$ cat config.mk
export PLATFORM = sky130hd
export DESIGN_NAME = subtrator_serial_ctrl
export DESIGN_NICKNAME = d
export VERILOG_FILES = /design/src/rtl/subtrator_serial_ctrl.sv
export SDC_FILE = /design/constraint.sdc
export NUM_CORES = 1
export LEC_CHECK = 0
export CAP_MARGIN = 20
export CELL_PAD_IN_SITES_DETAIL_PLACEMENT = 2
export CELL_PAD_IN_SITES_GLOBAL_PLACEMENT = 2
export CORE_AREA = 2 2 64 78
export CTS_BUF_LIST = sky130_fd_sc_hd__clkbuf_8
export DETAILED_ROUTE_END_ITERATION = 10
export DIE_AREA = 0 0 66 80
export PLACE_DENSITY_LB_ADDON = 0.1
export SYNTH_ARGS = -nofsm -noshare
export SYNTH_HDL_FRONTEND = slang
export SYNTH_SLANG_ARGS = --single-unit
export TNS_END_PERCENT = 20
$ cat constraint.sdc
create_clock -name clk -period 2.3 [get_ports clk]
set_clock_uncertainty 0.05 [all_clocks]
set_input_delay 0.345 -clock clk [delete_from_list [all_inputs] [get_ports clk]]
set_output_delay 0.345 -clock clk [all_outputs]
set_load 0.03 [all_outputs]
$ cat src/rtl/subtrator_serial_ctrl.sv
// Bit-serial unsigned subtractor A-B with valid/ready handshakes on both sides.
// Latency: out_valid rises WIDTH cycles after the accept edge; one op in flight.
// Backpressure: result is held in DONE until out_ready; in_ready only in IDLE.
//
// Ports:
//   clk, rst_n            : clock, asynchronous active-low reset
//   in_valid/in_ready, a, b : operand pair handshake (unsigned minuend/subtrahend)
//   out_valid/out_ready   : result handshake
//   diff, borrow_out      : A-B mod 2^WIDTH and final borrow (1 when A<B)
//   busy                  : high while bits are being shifted through
module subtrator_serial_ctrl #(
    parameter int WIDTH = 8
) (
    input  logic             clk,
    input  logic             rst_n,
    input  logic             in_valid,
    output logic             in_ready,
    input  logic [WIDTH-1:0] a,
    input  logic [WIDTH-1:0] b,
    output logic             out_valid,
    input  logic             out_ready,
    output logic [WIDTH-1:0] diff,
    output logic             borrow_out,
    output logic             busy
);

    localparam int CW = (WIDTH > 1) ? $clog2(WIDTH) : 1;

    typedef enum logic [1:0] {
        IDLE  = 2'd0,
        SHIFT = 2'd1,
        DONE  = 2'd2
    } state_t;

    state_t           state_q;
    state_t           state_d;
    logic [WIDTH-1:0] a_sh;
    logic [WIDTH-1:0] b_sh;
    logic [WIDTH-1:0] res_sh;
    logic             br_q;
    logic [CW-1:0]    cnt_q;

    logic             half_d;
    logic             d_bit;
    logic             br_next;
    logic             last_bit;
    logic [WIDTH-1:0] res_next;

    // Full subtractor built from two half-subtractor stages:
    // stage 1 computes a^b, stage 2 folds in the incoming borrow.
    assign half_d   = a_sh[0] ^ b_sh[0];
    assign d_bit    = half_d ^ br_q;
    assign br_next  = (~a_sh[0] & b_sh[0]) | (~half_d & br_q);
    assign last_bit = (cnt_q == CW'(WIDTH - 1));
    // Result bits enter at the MSB so bit i ends up in position i after WIDTH shifts.
    assign res_next = {d_bit, res_sh[WIDTH-1:1]};

    assign in_ready  = (state_q == IDLE);
    assign busy      = (state_q == SHIFT);
    assign out_valid = (state_q == DONE);

    always_ff @(posedge clk or negedge rst_n) begin
        if (!rst_n) begin
            state_q <= IDLE;
        end else begin
            state_q <= state_d;
        end
    end

    always_comb begin
        state_d = state_q;
        case (state_q)
            IDLE:    if (in_valid) state_d = SHIFT;
            SHIFT:   if (last_bit) state_d = DONE;
            DONE:    if (out_ready) state_d = IDLE;
            default: state_d = IDLE;
        endcase
    end

    always_ff @(posedge clk or negedge rst_n) begin
        if (!rst_n) begin
            a_sh       <= '0;
            b_sh       <= '0;
            res_sh     <= '0;
            br_q       <= 1'b0;
            cnt_q      <= '0;
            diff       <= '0;
            borrow_out <= 1'b0;
        end else begin
            case (state_q)
                IDLE: begin
                    if (in_valid) begin
                        a_sh  <= a;
                        b_sh  <= b;
                        br_q  <= 1'b0;
                        cnt_q <= '0;
                    end
                end
                SHIFT: begin
                    a_sh   <= a_sh >> 1;
                    b_sh   <= b_sh >> 1;
                    res_sh <= res_next;
                    br_q   <= br_next;
                    // The output register only moves on the MSB edge, so diff
                    // and borrow_out stay frozen through SHIFT, DONE and IDLE.
                    if (last_bit) begin
                        diff       <= res_next;
                        borrow_out <= br_next;
                    end else begin
                        cnt_q <= cnt_q + 1'b1;
                    end
                end
                default: ;
            endcase
        end
    end

endmodule

==> results of run 1 <==
==> state kept, by name (all words and copies together) (netlist names) <==
register / count
b_sh: 8
diff: 8
borrow_out: 1
br_q: 1
a_sh: 8
res_sh: 7
cnt_q: 3
state_q: 2
==> per-layer routing <==
metal	routed length [µm]	up-vias
met2	2000	32
met4	34	0
met3	160	4
met1	1670	607
met5	0	-
li1	-	549
==> how the worst max path moves through the flow <==
stage	from	to	slack, ps	cells past startpoint
final	state_q[0]$_DFFE_PN0P_	in_ready	160	2
after global routing	state_q[0]$_DFFE_PN0P_	busy	30	3
after CTS	state_q[1]$_DFFE_PN0P_	busy	100	3
after detailed placement	in_valid	b_sh[3]$_DFFE_PN0P_	410	4
after global placement	in_valid	b_sh[3]$_DFFE_PN0P_	450	4
after floorplan	cnt_q[0]$_DFFE_PN0P_	diff[1]$_DFFE_PN0P_	750	5
==> layout make-up <==
cell class | instances | area (µm²)
Timing Repair Buffer | 33 | 320
Inverter | 5 | 18.8
Fill cell | 476 | 2430
Tap cell | 58 | 72.6
Clock buffer | 5 | 68.8
Sequential cell | 38 | 952
Clock inverter | 2 | 10.0
Multi-Input combinational cell | 80 | 657
==> metrics by stage <==
step | util, % | hold slack (ps)
after floorplan | - | -0.591
after global placement | 44.6 | 418
after detailed placement | 44.6 | 436
after CTS | 46.4 | 143
after global routing | 46.4 | 171
final | 46.4 | 116
==> synthesized netlist by cell type <==
library cell / count / area, µm²
buf_4: 3 / 22.5
dfrtp_1: 38 / 951
o31ai_1: 1 / 7.51
a32o_1: 1 / 10.0
nand3b_1: 1 / 7.51
ha_1: 2 / 25.0
nor2_4: 1 / 11.3
a21oi_1: 7 / 35.0
a22oi_1: 2 / 15.0
a2bb2oi_1: 8 / 70.1
mux2_4: 7 / 105
nand2b_1: 4 / 25.0
o22ai_1: 19 / 119
nand3b_4: 1 / 20.0
fa_1: 1 / 20.0
nor3_1: 1 / 5.00
o2bb2ai_1: 3 / 26.3
inv_1: 4 / 15.0
mux2_2: 8 / 90.1
nand2_1: 3 / 11.3
or2_2: 1 / 6.26
nor2b_1: 1 / 6.26
o21ai_0: 3 / 15.0
o221a_2: 1 / 11.3
nor2_1: 4 / 15.0
inv_2: 1 / 3.75
buf_2: 2 / 10.0
buf_6: 4 / 45.0
==> critical path: stages, from the launching register on <==
cell	delay (ps)
dfrtp_1	520
nor2_1	220
clkdlybuf4s50_1	700
==> report_power, final <==
group / internal [W] / switching (W) / leakage (nW) / total, W
clock network: 0.000203 / 0.000226 / 0.0438 / 0.000430
logic: 0.000681 / 0.000635 / 0.414 / 0.00132
registers: 0.000985 / 0.000233 / 0.456 / 0.00122
==> what timing repair did <==
| action | 4_1_cts | 5_1_grt |
|---|---|---|
| hold buffers | 0 | 0 |
| resized for setup | 0 | 1 |
| setup endpoints to repair | 0 | 1 |
| hold endpoints to repair | 0 | 0 |
==> logic make-up (layout without fill, tap and decap cells) <==
kind of cell	after synthesis	in the layout	synth area share, %
buffers and inverters	14	45	5.65
AO/OA/AOI/OAI	45	45	18.1
AND/OR/NAND/NOR	17	17	6.31
multiplexers	15	15	11.5
flip-flops	38	38	55.8
adder cells (fa/ha/maj)	3	3	2.64
==> summary.md, run 1 <==
| Metric | Value |
|---|---|
| Clk root buf | clkbuf_8 |
| FMAX | roughly 470 MHz |
| Diode count | 0 |
| Detail Placement HPWL | 2700 µm |
| R2R Path End | diff[0]$_DFFE_PN0P_ |
| Area Growth Syn to Fin | 23.2% |
| Power, Total | ~0.0030 W |
| Die width | 66 µm |
| Row cnt | 27 |
| DR vias/cell | 5.39 |
| Initial Util | between 30% and 40% |
| Status | finished clean |
| P per Cell Area | approximately 1400 nW/µm² |
| Postcts setup bufs | 0 |
| Max Cap Viol | 0 |
| Setup TNS | 0 ps |
| Mean post-synth cell area | about 13 µm² |
| CTS tree | done |
| Port Buffers | 31 |
| Startpoint types | register |
| WL per Instance | ~17 µm |
| Initial antenna violation count | 0 |
| Met3 Use GR | 4.65% |
| GRT Max-Usage Layer | met2 |
| Max IR drop VDD | 570 µV |
| Sequential cell area fraction in the yosys report | between 50% and 60% |
| GRT met2 Usage | 27.6% |
| CP Capture Type | output pin |
| Final WS setup | 165 ps |
| Mapped Cells | between 100 and 150 |
| Final instance area | roughly 2100 µm² |
| Die area | about 5300 µm² |
| FF-to-FF setup slack | 610 ps |
| Min cycle time layout | roughly 2100 ps |
| Routability cong. | 0.656 |
| I/O pin cnt | 32 |
| Sink Count | 38 |
| Final setup viols | 0 |
| Wirelength, routed | just under 4000 µm |
| Final cell count without fillers | 221 |
| CTS clk-pin slew, worst paths | about 70 ps |
| Number of global-route vias before repair | 1317 |
| Synth Warn # | 0 |
| Total number of vias | between 1000 and 1500 |
| H-tree depth | 2 |
| Cells after DPL | around 210 |
| Placed Area | approximately 2000 µm² |
| Tcrit/Tclk final | between 90% and 100% |
| Total CTS buffers | 5 |
| GRT Overall Usage | approximately 17% |
| R2R cell count | 4 |
| Core Footprint | 4530 µm² |
| Pre-antenna DRT Iters | 4 |
| Seq cells post-synth | 38 |
| DR iter-0 viols | 41 |
| Netlist Area Pre-Place | between 1500 and 2000 µm² |
| DIE HEIGHT | around 80 µm |
| Worst EP required | 1900 ps |
| Final Hold Vio Count | 0 |
| Slew headroom | 42.4% |
| Commonest non-fill, non-tap cell in the layout | dfrtp_1 |
| Syn Nets | 155 |
| Final Slew Violations | 0 |
| P_leak | 0.914 nW |
| Grt total ovfl | 0 |
| First-pass GRT wire length | around 6600 µm |
| Post-route ant nets | 0 |
| M1 GR Usage | between 20% and 30% |
| Commonest cells after routing, fill and taps aside | dfrtp_1, clkdlybuf4s50_1, o22ai_1 |
| Residual DRC count | 0 |
| Crit path DAT | 1740 ps |
| RSZ-0062 raised after global routing | no |
| Crit path max fanout | 11 |
| Netlist cell types | 28 |
| Final Net Count | between 150 and 200 |
| Clock Latency Late Sink | 290 ps |
| Critical path class | register to output pin |
| Type of the worst min-delay path | primary input to async pin |
| Worst-margin pin slew | 864 ps |
| Largest net degree at the start of global routing | 39 |
| Worst r2r src | cnt_q[0]$_DFFE_PN0P_ |
| Share of layout cells above drive strength 1 | roughly a fifth |
| Worst-case clock buffer depth | 2 |
| Place WS | about 410 ps |
Power figures use the tool's default switching activity.
==> run 2: changes to the inputs <==
Settings changed: SLEW_MARGIN set to 20.
==> results of run 2 <==
Same layout as run 1: the final DEF is identical, and so are final timing and power.
